`src/rtl/ov9281_init_seq.sv`:
```
// OV9281 power-up sequencer: walks a synchronous register-table ROM and issues SCCB
// writes/read-verifies over a valid/ready command port, with ms delays, NACK retries and sticky status.
module ov9281_init_seq #(
  parameter int unsigned CLK_SPEED      = 50000000,
  parameter int unsigned DATA_WIDTH     = 32,
  parameter int unsigned ROM_ADDR_WIDTH = 8,
  parameter int unsigned MAX_RETRIES    = 3,
  parameter int unsigned RSP_TIMEOUT    = 65535
) (
  input  logic                      i_clk,
  input  logic                      i_rst,
  input  logic                      i_start,
  output logic                      o_busy,
  output logic                      o_done,
  output logic                      o_error,
  output logic [2:0]                o_err_code,
  output logic [ROM_ADDR_WIDTH-1:0] o_err_index,
  output logic [ROM_ADDR_WIDTH-1:0] o_rom_addr,
  input  logic [DATA_WIDTH-1:0]     i_rom_data,
  output logic                      o_cmd_valid,
  input  logic                      i_cmd_ready,
  output logic                      o_cmd_rw,
  output logic [15:0]               o_cmd_reg_addr,
  output logic [7:0]                o_cmd_wdata,
  input  logic                      i_rsp_valid,
  input  logic                      i_rsp_nack,
  input  logic [7:0]                i_rsp_rdata
);

  localparam int unsigned TICK_CYCLES = ((CLK_SPEED / 1000) > 0) ? (CLK_SPEED / 1000) : 1;
  localparam int unsigned TICK_W      = ($clog2(TICK_CYCLES + 1) > 0) ? $clog2(TICK_CYCLES + 1) : 1;
  localparam int unsigned TMO_LAST    = (RSP_TIMEOUT > 0) ? (RSP_TIMEOUT - 1) : 0;
  localparam int unsigned TMO_W       = ($clog2(RSP_TIMEOUT + 1) > 0) ? $clog2(RSP_TIMEOUT + 1) : 1;
  localparam int unsigned RTRY_W      = ($clog2(MAX_RETRIES + 1) > 0) ? $clog2(MAX_RETRIES + 1) : 1;

  localparam logic [1:0] OP_WRITE  = 2'b00;
  localparam logic [1:0] OP_DELAY  = 2'b01;
  localparam logic [1:0] OP_END    = 2'b10;
  localparam logic [1:0] OP_VERIFY = 2'b11;

  localparam logic [2:0] ERR_NONE    = 3'b000;
  localparam logic [2:0] ERR_NACK    = 3'b001;
  localparam logic [2:0] ERR_VERIFY  = 3'b010;
  localparam logic [2:0] ERR_TIMEOUT = 3'b011;
  localparam logic [2:0] ERR_OVERRUN = 3'b100;

  localparam logic [ROM_ADDR_WIDTH-1:0] LAST_INDEX = '1;

  typedef enum logic [2:0] {
    S_IDLE, S_FETCH, S_DECODE, S_ISSUE, S_WAIT_RSP, S_DELAY, S_DONE, S_ERROR
  } state_t;

  state_t                    r_state, w_state;
  logic [ROM_ADDR_WIDTH-1:0] r_index, w_index;
  logic [RTRY_W-1:0]         r_retry, w_retry;
  logic [TMO_W-1:0]          r_timer, w_timer;
  logic [TICK_W-1:0]         r_tick, w_tick;
  logic [15:0]               r_ms, w_ms;
  logic [7:0]                r_exp_data, w_exp_data;
  logic                      r_busy, w_busy;
  logic                      r_done, w_done;
  logic                      r_error, w_error;
  logic [2:0]                r_err_code, w_err_code;
  logic [ROM_ADDR_WIDTH-1:0] r_err_index, w_err_index;
  logic                      r_cmd_valid, w_cmd_valid;
  logic                      r_cmd_rw, w_cmd_rw;
  logic [15:0]               r_cmd_reg_addr, w_cmd_reg_addr;
  logic [7:0]                r_cmd_wdata, w_cmd_wdata;

  logic                      w_advance;
  logic                      w_fail;
  logic [2:0]                w_fail_code;
  logic [1:0]                w_op;
  logic                      w_unused_rom_bits;

  assign w_op              = i_rom_data[31:30];
  assign w_unused_rom_bits = ^i_rom_data;

  // Next-state and next-register logic
  always_comb begin
    w_state        = r_state;
    w_index        = r_index;
    w_retry        = r_retry;
    w_timer        = r_timer;
    w_tick         = r_tick;
    w_ms           = r_ms;
    w_exp_data     = r_exp_data;
    w_done         = r_done;
    w_error        = r_error;
    w_err_code     = r_err_code;
    w_err_index    = r_err_index;
    w_cmd_rw       = r_cmd_rw;
    w_cmd_reg_addr = r_cmd_reg_addr;
    w_cmd_wdata    = r_cmd_wdata;
    w_advance      = 1'b0;
    w_fail         = 1'b0;
    w_fail_code    = ERR_NONE;
    w_busy         = 1'b0;
    w_cmd_valid    = 1'b0;

    case (r_state)
      S_IDLE, S_DONE, S_ERROR: begin
        if (i_start) begin
          w_state     = S_FETCH;
          w_index     = '0;
          w_done      = 1'b0;
          w_error     = 1'b0;
          w_err_code  = ERR_NONE;
          w_err_index = '0;
        end
      end
      S_FETCH: w_state = S_DECODE;
      S_DECODE: begin
        w_retry    = '0;
        w_exp_data = i_rom_data[7:0];
        w_ms       = i_rom_data[15:0];
        w_tick     = '0;
        case (w_op)
          OP_WRITE, OP_VERIFY: begin
            w_state        = S_ISSUE;
            w_cmd_rw       = (w_op == OP_VERIFY);
            w_cmd_reg_addr = i_rom_data[23:8];
            w_cmd_wdata    = (w_op == OP_VERIFY) ? 8'h00 : i_rom_data[7:0];
          end
          OP_DELAY: w_state = S_DELAY;
          default: begin
            w_state = S_DONE;
            w_done  = 1'b1;
          end
        endcase
      end
      S_ISSUE: begin
        if (i_cmd_ready) begin
          w_state = S_WAIT_RSP;
          w_timer = '0;
        end
      end
      S_WAIT_RSP: begin
        // A response arriving on the last timeout cycle still counts
        if (i_rsp_valid) begin
          if (i_rsp_nack) begin
            if (r_retry < RTRY_W'(MAX_RETRIES)) begin
              w_retry = r_retry + RTRY_W'(1);
              w_state = S_ISSUE;
            end else begin
              w_fail      = 1'b1;
              w_fail_code = ERR_NACK;
            end
          end else if (r_cmd_rw && (i_rsp_rdata != r_exp_data)) begin
            w_fail      = 1'b1;
            w_fail_code = ERR_VERIFY;
          end else begin
            w_advance = 1'b1;
          end
        end else if (r_timer == TMO_W'(TMO_LAST)) begin
          w_fail      = 1'b1;
          w_fail_code = ERR_TIMEOUT;
        end else begin
          w_timer = r_timer + TMO_W'(1);
        end
      end
      S_DELAY: begin
        if (r_ms == 16'd0) begin
          w_advance = 1'b1;
        end else if (r_tick == TICK_W'(TICK_CYCLES - 1)) begin
          w_tick = '0;
          w_ms   = r_ms - 16'd1;
        end else begin
          w_tick = r_tick + TICK_W'(1);
        end
      end
      default: w_state = S_IDLE;
    endcase

    // Step to the next entry; the table never wraps past its last slot
    if (w_advance) begin
      if (r_index == LAST_INDEX) begin
        w_fail      = 1'b1;
        w_fail_code = ERR_OVERRUN;
      end else begin
        w_index = r_index + ROM_ADDR_WIDTH'(1);
        w_state = S_FETCH;
      end
    end

    if (w_fail) begin
      w_state     = S_ERROR;
      w_error     = 1'b1;
      w_err_code  = w_fail_code;
      w_err_index = r_index;
    end

    w_busy      = (w_state inside {S_FETCH, S_DECODE, S_ISSUE, S_WAIT_RSP, S_DELAY});
    w_cmd_valid = (w_state == S_ISSUE);
  end

  // State and output registers
  always_ff @(posedge i_clk or negedge i_rst) begin
    if (!i_rst) begin
      r_state        <= S_IDLE;
      r_index        <= '0;
      r_retry        <= '0;
      r_timer        <= '0;
      r_tick         <= '0;
      r_ms           <= '0;
      r_exp_data     <= '0;
      r_busy         <= 1'b0;
      r_done         <= 1'b0;
      r_error        <= 1'b0;
      r_err_code     <= ERR_NONE;
      r_err_index    <= '0;
      r_cmd_valid    <= 1'b0;
      r_cmd_rw       <= 1'b0;
      r_cmd_reg_addr <= '0;
      r_cmd_wdata    <= '0;
    end else begin
      r_state        <= w_state;
      r_index        <= w_index;
      r_retry        <= w_retry;
      r_timer        <= w_timer;
      r_tick         <= w_tick;
      r_ms           <= w_ms;
      r_exp_data     <= w_exp_data;
      r_busy         <= w_busy;
      r_done         <= w_done;
      r_error        <= w_error;
      r_err_code     <= w_err_code;
      r_err_index    <= w_err_index;
      r_cmd_valid    <= w_cmd_valid;
      r_cmd_rw       <= w_cmd_rw;
      r_cmd_reg_addr <= w_cmd_reg_addr;
      r_cmd_wdata    <= w_cmd_wdata;
    end
  end

  assign o_busy         = r_busy;
  assign o_done         = r_done;
  assign o_error        = r_error;
  assign o_err_code     = r_err_code;
  assign o_err_index    = r_err_index;
  assign o_rom_addr     = r_index;
  assign o_cmd_valid    = r_cmd_valid;
  assign o_cmd_rw       = r_cmd_rw;
  assign o_cmd_reg_addr = r_cmd_reg_addr;
  assign o_cmd_wdata    = r_cmd_wdata;

endmodule

```
`config.mk`:
```
export PLATFORM = sky130hd
export DESIGN_NAME = ov9281_init_seq
export DESIGN_NICKNAME = d
export VERILOG_FILES = /design/src/rtl/ov9281_init_seq.sv
export SDC_FILE = /design/constraint.sdc
export NUM_CORES = 1
export LEC_CHECK = 0
export CAP_MARGIN = 20
export CORE_MARGIN = 3
export CORE_UTILIZATION = 38
export CTS_BUF_LIST = sky130_fd_sc_hd__clkbuf_2
export CTS_CLUSTER_DIAMETER = 80
export DETAILED_ROUTE_END_ITERATION = 8
export PLACE_DENSITY = 0.7
export SLEW_MARGIN = 20
export SYNTH_ARGS = -nofsm -noshare
export SYNTH_HDL_FRONTEND = slang
export SYNTH_SLANG_ARGS = --single-unit
```
`constraint.sdc`:
```
create_clock -name i_clk -period 4.8 [get_ports i_clk]
set_clock_uncertainty 0.15 [all_clocks]
set_input_delay 0.48 -clock i_clk [delete_from_list [all_inputs] [get_ports i_clk]]
set_output_delay 0.48 -clock i_clk [all_outputs]
set_load 0.02 [all_outputs]
```
# ---- Word-level counts from Yosys, hierarchy flattened
# Index checks and enable logic that the tools add are counted.
dict set report totals {
  regBits 109
  out_inout_bits 48
  wordCells 132
}
dict set report op_classes {
  add_sub_neg 5
  order_cmp 1
  n_eq_ne 28
  n_mux 61
  reduce_logical 21
}
# operator n
set ops {}
lappend ops {{$mux W16} 7}
lappend ops {{$pmux W16 S2} 3}
lappend ops {{$mux W8} 8}
lappend ops {{$mux W3} 16}
lappend ops {{$add A16 B1 Y16 const B} 2}
lappend ops {{$eq A16 B16 Y1 const B} 2}
lappend ops {{$ne A2 B2 Y1 const B} 10}
lappend ops {{$eq A3 B3 Y1 const B} 6}
lappend ops {{$mux W1} 17}
lappend ops {{$logic_not A16 Y1} 1}
lappend ops {{$sub A16 B1 Y16 const B} 1}
lappend ops {{$pmux W3 S5} 1}
lappend ops {{$eq A3 B2 Y1 const B} 4}
lappend ops {{$reduce_bool A2 Y1} 6}
lappend ops {{$mux W2} 5}
lappend ops {{$add A8 B1 Y8 const B} 1}
lappend ops {{$eq A8 B8 Y1 const B} 1}
lappend ops {{$ne A8 B8 Y1} 1}
lappend ops {{$reduce_and A4 Y1} 2}
lappend ops {{$eq A3 B1 Y1 const B} 2}
lappend ops {{$pmux W3 S2} 1}
lappend ops {{$reduce_and A2 Y1} 3}
lappend ops {{$reduce_and A3 Y1} 2}
lappend ops {{$reduce_or A3 Y1} 2}
lappend ops {{other kinds (11)} 12}

# ---- Logic depth before layout (Yosys ltp)
# Gate-level depths: netlist of the first run.
dict set report logic_depth {
  word_depth 11
  mapped_depth 9
}

# ---- Worst setup path after synthesis of the first run
# No wires, ideal clock.
dict set report synth_timing {
  kind {register to register}
  startpoint {reg r_index[0], in the netlist o_rom_addr[0]}
  endpoint {reg r_err_index[0], in the netlist o_err_index[0]}
  setup_time_ns 0.079
  arrival_time_ns 1.960
  t_required_ns 4.571
  path_slack_ns 2.610
  stages_incl_launch_ff 8
  period_less_slack_ns 2.190
  path_cell_list {dfrtp_1 ha_1 and3_1 and3_1 and3_1 clkbuf_1 a21oi_4 mux2i_1}
}
dict set report synth_between {
  elab_chain_cells 5
  word_cells_on_any_way 7
  cone_classes {eq/ne: 1; mux: 3; reduce/logical: 3}
}
# item line_no
set synth_lines {}
lappend synth_lines {{start: declaration} 54} ;# logic [ROM_ADDR_WIDTH-1:0] r_index, w_index;
lappend synth_lines {{start signal: assignment} 218} ;# r_index <= w_index;
lappend synth_lines {{$eq A8 B8 Y1} 177} ;# if (r_index == LAST_INDEX) begin
lappend synth_lines {{$mux W1} 177}
lappend synth_lines {{$mux W1} 176} ;# if (w_advance) begin
lappend synth_lines {{$reduce_bool A2 Y1 (no source line)} --}
lappend synth_lines {{$reduce_and A2 Y1 (no source line)} --}
lappend synth_lines {{end signal: assignment} 228} ;# r_err_index <= w_err_index;
lappend synth_lines {{end: declaration} 64} ;# logic [ROM_ADDR_WIDTH-1:0] r_err_index, w_err_index;
# Several ways; a longest one is shown, not always the timed one.
# A chain may end at the register's enable or synchronous reset.

# ---- Worst setup path in the final report of the first run
dict set report layout_timing {
  startpoint {reg r_state[2]}
  endpoint {reg r_ms[4]}
}
dict set report layout_between {
  elab_chain_cells 3
  word_cells_on_any_way 7
  cone_classes {eq/ne: 4; mux: 1; reduce/logical: 2}
}
# item line_no
set layout_lines {}
lappend layout_lines {{start: declaration} 53} ;# state_t r_state, w_state;
lappend layout_lines {{start signal: assignment} 217} ;# r_state <= w_state;
lappend layout_lines {{$eq A3 B3 Y1 or $eq A3 B2 Y1 (tied branches)} 101} ;# case (r_state)
lappend layout_lines {{$ne A2 B2 Y1 (no source line) or $reduce_bool A2 Y1 (tied branches)} --}
lappend layout_lines {{$reduce_and A3 Y1 (no source line)} --}
lappend layout_lines {{end signal: assignment} 222} ;# r_ms <= w_ms;
lappend layout_lines {{end: declaration} 58} ;# logic [15:0] r_ms, w_ms;
# Several ways; a longest one is shown, not always the timed one.

==> results of run 1 <==
[registers in the layout, indices dropped and copies added (netlist names), 2 cells and up]
name            cells
r_exp_data          8
o_rom_addr          8
r_state             3
r_timer            16
r_retry             2
r_tick             16
r_ms               16
o_err_index         8
o_cmd_wdata         8
o_cmd_reg_addr     16
o_err_code          3
[layout by cell type (no fill, tap or decap), drive strengths merged, types with 4 or more instances in the layout]
cell           Yosys  layout
and3              14      14
a22oi              5       5
xnor2             18      18
a21oi             31      31
xor2              14      14
or3                7       7
mux2i              9       9
clkinv             0       6
o21ai             44      44
or2                4       4
nand4              7       7
nand3             18      18
inv               18      19
buf               15       4
o2111ai            4       4
o211ai            10      10
mux2              18      18
nor4b              6       6
dfrtp            109     109
ha                10      10
nand2b            14      14
nor2b              4       4
clkdlybuf4s50      0      86
clkbuf            12       9
nor3b              4       4
and2               4       4
nor3              15      15
nor2              47      47
and4               4       4
nand2             84      84
nor4               7       7
o22ai              4       4
[what timing repair did]
action,in CTS,in global routing
hold buffers,1,0
gates resized for setup,0,0
hold endpoints to repair,69,0
endpoints found under the setup margin,0,0
[path summary, 6_finish.rpt]
check                                    end  slack (ns)  depth (start not counted)
setup / recovery                     r_ms[4]        1.71                          5
hold / removal             o_cmd_reg_addr[8]        0.25                          2
setup reg to reg                     r_ms[4]        1.71                          5
hold reg to reg                      o_error        0.36                          2
max in group asynchronous      o_rom_addr[2]        3.14                          3
min in group asynchronous  o_cmd_reg_addr[0]        0.29                          2
[metrics by stage]
| stage | hold slack [ns] | setup WS, ns | power [W] |
|---|---|---|---|
| global route | 0.227 | 1.43 | 0.00338 |
| finish | 0.253 | 1.71 | 0.00314 |
| floorplan | 0.0344 | 2.61 | 0.00227 |
| detailed placement | 0.322 | 1.73 | 0.00277 |
| CTS | 0.229 | 1.71 | 0.00316 |
| global placement | 0.315 | 1.79 | 0.00270 |
[worst max-delay path, cell delays in order (launching register included)]
cell and delay, ns:
dfrtp_1 0.67, and3b_1 0.82, a31oi_1 0.29, nor2_4 0.65
o21ai_0 0.19, a22o_1 0.27
[area by class of cell]
type,instances,area share
well taps,184,0.0336
flip-flops and latches,109,0.398
multi-input cells,441,0.413
diodes,1,0.000365
repair buffers,91,0.131
clock inverters,7,0.00748
clock buffers,9,0.00657
inverters,18,0.00985
[per-layer routing]
metal,vias to the layer above,routed length [um],track usage
met2,112,6580,0.277
met3,17,613,0.0305
met1,2248,5980,0.215
met4,0,223,0.0599
li1,2261,-,-
met5,-,0,0
[power groups by stage]
stage               logic (W)  registers [W]  clock network [W]
global route          0.00148        0.00145           0.000445
floorplan            0.000756        0.00152                  0
detailed placement    0.00133        0.00143                  0
global placement      0.00129        0.00141                  0
finish                0.00133        0.00141           0.000398
CTS                   0.00134        0.00141           0.000412
[kinds of logic after synthesis]
logic type | count (synthesis)
simple gates | 246
compound gates | 126
flops | 109
buf+inv | 45
xor+xnor | 32
mux | 27
fa+ha+maj | 10
==> impl_metrics.ini, run 1 <==
[run_status]
outcome = complete, no violations

[grt]
grt_pass1_vias = 4575
antenna_found_initial = 1
grt_pass1_wl_um = 22400
track_usage = 0.165
gr-total-overflow = 0
grt_max_degree = 71

[worst_hold_path]
holdCritPathClass = in -> reg
hold_start = i_rom_data[16]

[yosys]
synth-simple-area-share = 0.225
synth-xor-area-share = 0.0485
avgSynthCellArea_um2 = 9.71
synth_nets = 651
synth_area_leaders = dfrtp_1, nand2_1, mux2_2
async_flop_share = 1.00
ys_warn_count = 0
synth.most_common_cell = dfrtp_1
synth_fa_ha_area_frac = 0.0217
synth_area_leader_cell = dfrtp_1
synthFlopType = dfrtp_1
synth_compound_gate_area_share = 0.144
syn_area_um2 = 5780
synth_edf_count = 0
synth_top_family_by_area = simple AND/OR/NAND/NOR gates
ys_ff_latch = 109
syn_inst = 595
yosysUniqueCellTypes = 68
synth_common_cells = dfrtp_1, nand2_1, nor2_1, o21ai_0, a21oi_1
ys_seq_area_frac = 0.472
synthMuxAreaShare = 0.0507
yosysTopAreaCellShare = 0.472

[cts]
post_cts_buffers = 0
cts_tree = yes
clock_sinks = 109
cts-root-buf = clkbuf_2
cts_buffers = 9
insertion_delay_ns = 0.65
clkTransAtPathRegs_ns = 0.31
cts.path.max_buffers = 2
htree_levels = 3

[critical_path]
arrival_ns = 3.52
critPathLaunch = r_state[2]
r2r_start = r_state[2]
critPathRequiredTime_ns = 5.23
critPathCaptureType = flip-flop
critPathKind = reg -> reg
critical_path_peak_fanout = 35
crit_path_start_kind = flip-flop

[sta]
fin_crit_sh = 0.643
setup_viol = 0
tightest_slew_ns = 0.964
relSlewSlack = 0.356
slew_violations = 0
fmax_mhz = 324
hold_violations = 0
fin_tns_setup_ns = 0
rsz0062_at_grt = no
period_needed_ns = 3.09

[power]
swShare = 0.415
ir_worst_vdd_uv = 170
switchingPower_w = 0.00130
powerDensity_nw_per_um2 = 458
leakage_nw = 2.94
p_int_w = 0.00184
clockPowerShare = 0.127
pwr-share-comb = 0.424
seqPwrFrac = 0.450

[final_layout]
fin_nets = 726
multi_input_area_um2 = 2830
nFillCells = 1373
register_area_um2 = 2730
drive_gt1_frac = 0.0770
stdcell_count = 860
postLayoutCoreUtil = 0.467
final_area_um2 = 6860
area_growth_syn_to_layout_pct = 18.7

[die]
dieArea_um2 = 16700
die_h_um = 129
start_util = 0.393
core_area_um2 = 14700
ioPinCount = 94
fp-row-count = 44
die_w_um = 129

[routing]
vias = 4638
dr.pass1.iters = 4
wl_per_cell_um = 15.6
drc = 0
ant_nets = 0
viasPerCell = 5.39
totalWireLength_um = 13400
first_iter_violations = 299

[place]
placed_area_um2 = 6750
hpwlAfterDp_um = 9440
post-place-cells = 842
port_buffers = 87
place_congestion = 0.826

[flow_run]
max-cap-violations = 0
Power figures use the tool's default switching activity.
==> run 2, diff against run 1 <==
--- a/config.mk
+++ b/config.mk
@@ -11,7 +11,7 @@
 export CTS_BUF_LIST = sky130_fd_sc_hd__clkbuf_2
 export CTS_CLUSTER_DIAMETER = 80
 export DETAILED_ROUTE_END_ITERATION = 8
-export PLACE_DENSITY = 0.7
+export PLACE_DENSITY = 0.72
 export SLEW_MARGIN = 20
 export SYNTH_ARGS = -nofsm -noshare
 export SYNTH_HDL_FRONTEND = slang
==> constraint.sdc (replaced) <==
create_clock -name i_clk -period 2.65 [get_ports i_clk]
set_clock_uncertainty 0.15 [all_clocks]
set_input_delay 0.265 -clock i_clk [delete_from_list [all_inputs] [get_ports i_clk]]
set_output_delay 0.265 -clock i_clk [all_outputs]
set_load 0.02 [all_outputs]
==> run 2 against run 1 <==
Net effect: utilization up 1.8 points; global-route usage up 0.49 points; critical path depth up 4; cell area up 3.9%; combinational power up 96%; maximum frequency up 26%; clock power up 91%; sequential cell count unchanged; power up 88%; non-clock buffer count up 28; register-to-register slack worse by 1.5 ns; critical endpoint is now o_err_index[4].
==> impl_metrics.ini, run 2 (synthesis results as in run 1) <==
[run_status]
outcome = complete, no violations

[grt]
antenna_found_initial = 1
grt_pass1_wl_um = 23000
grt_pass1_vias = 4758
track_usage = 0.170
gr-total-overflow = 0
grt_max_degree = 98

[critical_path]
r2r-end = o_err_index[4]
critPathCaptureType = flip-flop
arrival_ns = 2.85
crit_path_start_kind = flip-flop
critPathRequiredTime_ns = 3.06
crit_path_max_incr_delay_ns = 0.45
cp_cell_sequence = inv_1 -> ha_1 -> nor4b_2 -> nand2_1 -> nor3_4 -> a211o_1 -> a21oi_4 -> buf_4 -> mux2i_1
r2r_setup_slack_ns = 0.21
r2r_start = r_ms[0]
slowest_stage = dfrtp_1
r2r_cells = 9
critPathLaunch = r_ms[0]
critical_path_peak_fanout = 9
critPathKind = reg -> reg

[final_layout]
area_growth_syn_to_layout_pct = 23.3
fin_nets = 754
nFillCells = 1377
drive_gt1_frac = 0.108
most-common-layout-cells = dfrtp_1, clkdlybuf4s50_1, nand2_1, nor2_1, o21ai_0
final_common_cell = dfrtp_1

[sta]
holdWs_ns = 0.0735
period_needed_ns = 2.44
rsz0062_at_grt = no
slew_violations = 0
fin_tns_setup_ns = 0
hold_violations = 0
setup_viol = 0
relSlewSlack = 0.545
fmax_mhz = 409
fin_crit_sh = 0.922
tightest_slew_ns = 0.682

[routing]
totalWireLength_um = 13800
drc = 0
dr.pass1.iters = 5
first_iter_violations = 282
ant_nets = 0
vias = 4744
viasPerCell = 5.34
wl_per_cell_um = 15.5

[flow_run]
max-cap-violations = 0

[power]
ir_worst_vdd_uv = 429
powerDensity_nw_per_um2 = 828
total_power_w = 0.00590
leakage_nw = 3.08

[die]
ioPinCount = 94
die_h_um = 129
dieArea_um2 = 16700
die_w_um = 129
start_util = 0.393
core_area_um2 = 14700
fp-row-count = 44

[place]
port_buffers = 87
hpwlAfterDp_um = 9870
place_congestion = 0.822

[cts]
cts-root-buf = clkbuf_2
clkTransAtPathRegs_ns = 0.28
cts_buffers = 9
cts_tree = yes
insertion_delay_ns = 0.60
htree_levels = 3
clock_sinks = 109
cts.path.max_buffers = 2

[worst_hold_path]
holdCritPathClass = in -> async
==> run 2: cell types whose count changed in the layout (fill, tap and decap cells not counted), sizes merged <==
| cell | before | now |
|---|---|---|
| buf | 4 | 27 |
| bufinv | 0 | 1 |
| clkinv | 6 | 4 |
| clkinvlp | 0 | 2 |
| dlygate4sd3 | 1 | 6 |
| inv | 19 | 18 |
==> run 2: worst max-delay path, delay by kind of cell, from the launching register on <==
| kind | cells | cell delay [ns] |
|---|---|---|
| and+or+nand+nor | 3 | 0.71 |
| adders and majority gates | 1 | 0.16 |
| muxes | 1 | 0.15 |
| DFF | 1 | 0.45 |
| AOI/OAI and AO/OA | 2 | 0.47 |
| buffers and inverters | 2 | 0.31 |
==> run 2: worst max path at each step <==
stage	to	slack, ns	cells past startpoint
after floorplan	o_err_index[0]	0.46	7
after global placement	r_tick[10]	0.08	8
after detailed placement	r_tick[10]	0.007	8
after CTS	o_err_index[4]	0.21	9
after global routing	o_err_index[4]	0.02	9
final	o_err_index[4]	0.21	9
==> run 2: layout make-up <==
class	count	area [um2]	area share
Inverter	18	67.6	0.00948
Multi-Input combinational cell	441	2840	0.398
Sequential cell	109	2730	0.383
Timing Repair Buffer	119	1150	0.161
Antenna cell	1	2.50	0.000351
Clock buffer	9	45.0	0.00632
Clock inverter	7	66.3	0.00931
Tap cell	184	230	0.0323
==> run 2: timing repair <==
action / CTS / global route
endpoints found under the setup margin: 1 / 0
setup buffers: 0 / 0
hold buffers: 2 / 4
resized for setup: 1 / 0
endpoints found under the hold margin: 109 / 4
==> run 2: through the flow <==
step                      instance area [um2]  std cells  setup slack [ns]   util
after detailed placement                 6950        865           0.00658  0.473
final                                    7120        888             0.206  0.485
after floorplan                          5780        595             0.460      -
after global routing                     7120        888            0.0186  0.485
after CTS                                7080        883             0.210  0.482
after global placement                   6950        865            0.0810  0.473
==> run 2: layer usage <==
layer | GRT usage | vias to the layer above | wire length [um]
met5 | 0 | - | 0
met2 | 0.285 | 117 | 6620
met4 | 0.0358 | 0 | 141
li1 | - | 2315 | -
met3 | 0.0519 | 10 | 730
met1 | 0.219 | 2302 | 6280
==> run 2: power breakdown <==
| group | switching [W] | leakage, nW | total (W) | internal, W |
|---|---|---|---|---|
| combinational | 0.00140 | 1.61 | 0.00261 | 0.00121 |
| clock | 0.000550 | 0.0630 | 0.000761 | 0.000210 |
| sequential | 0.000405 | 1.41 | 0.00253 | 0.00212 |
| total | 0.00236 | 3.08 | 0.00590 | 0.00354 |
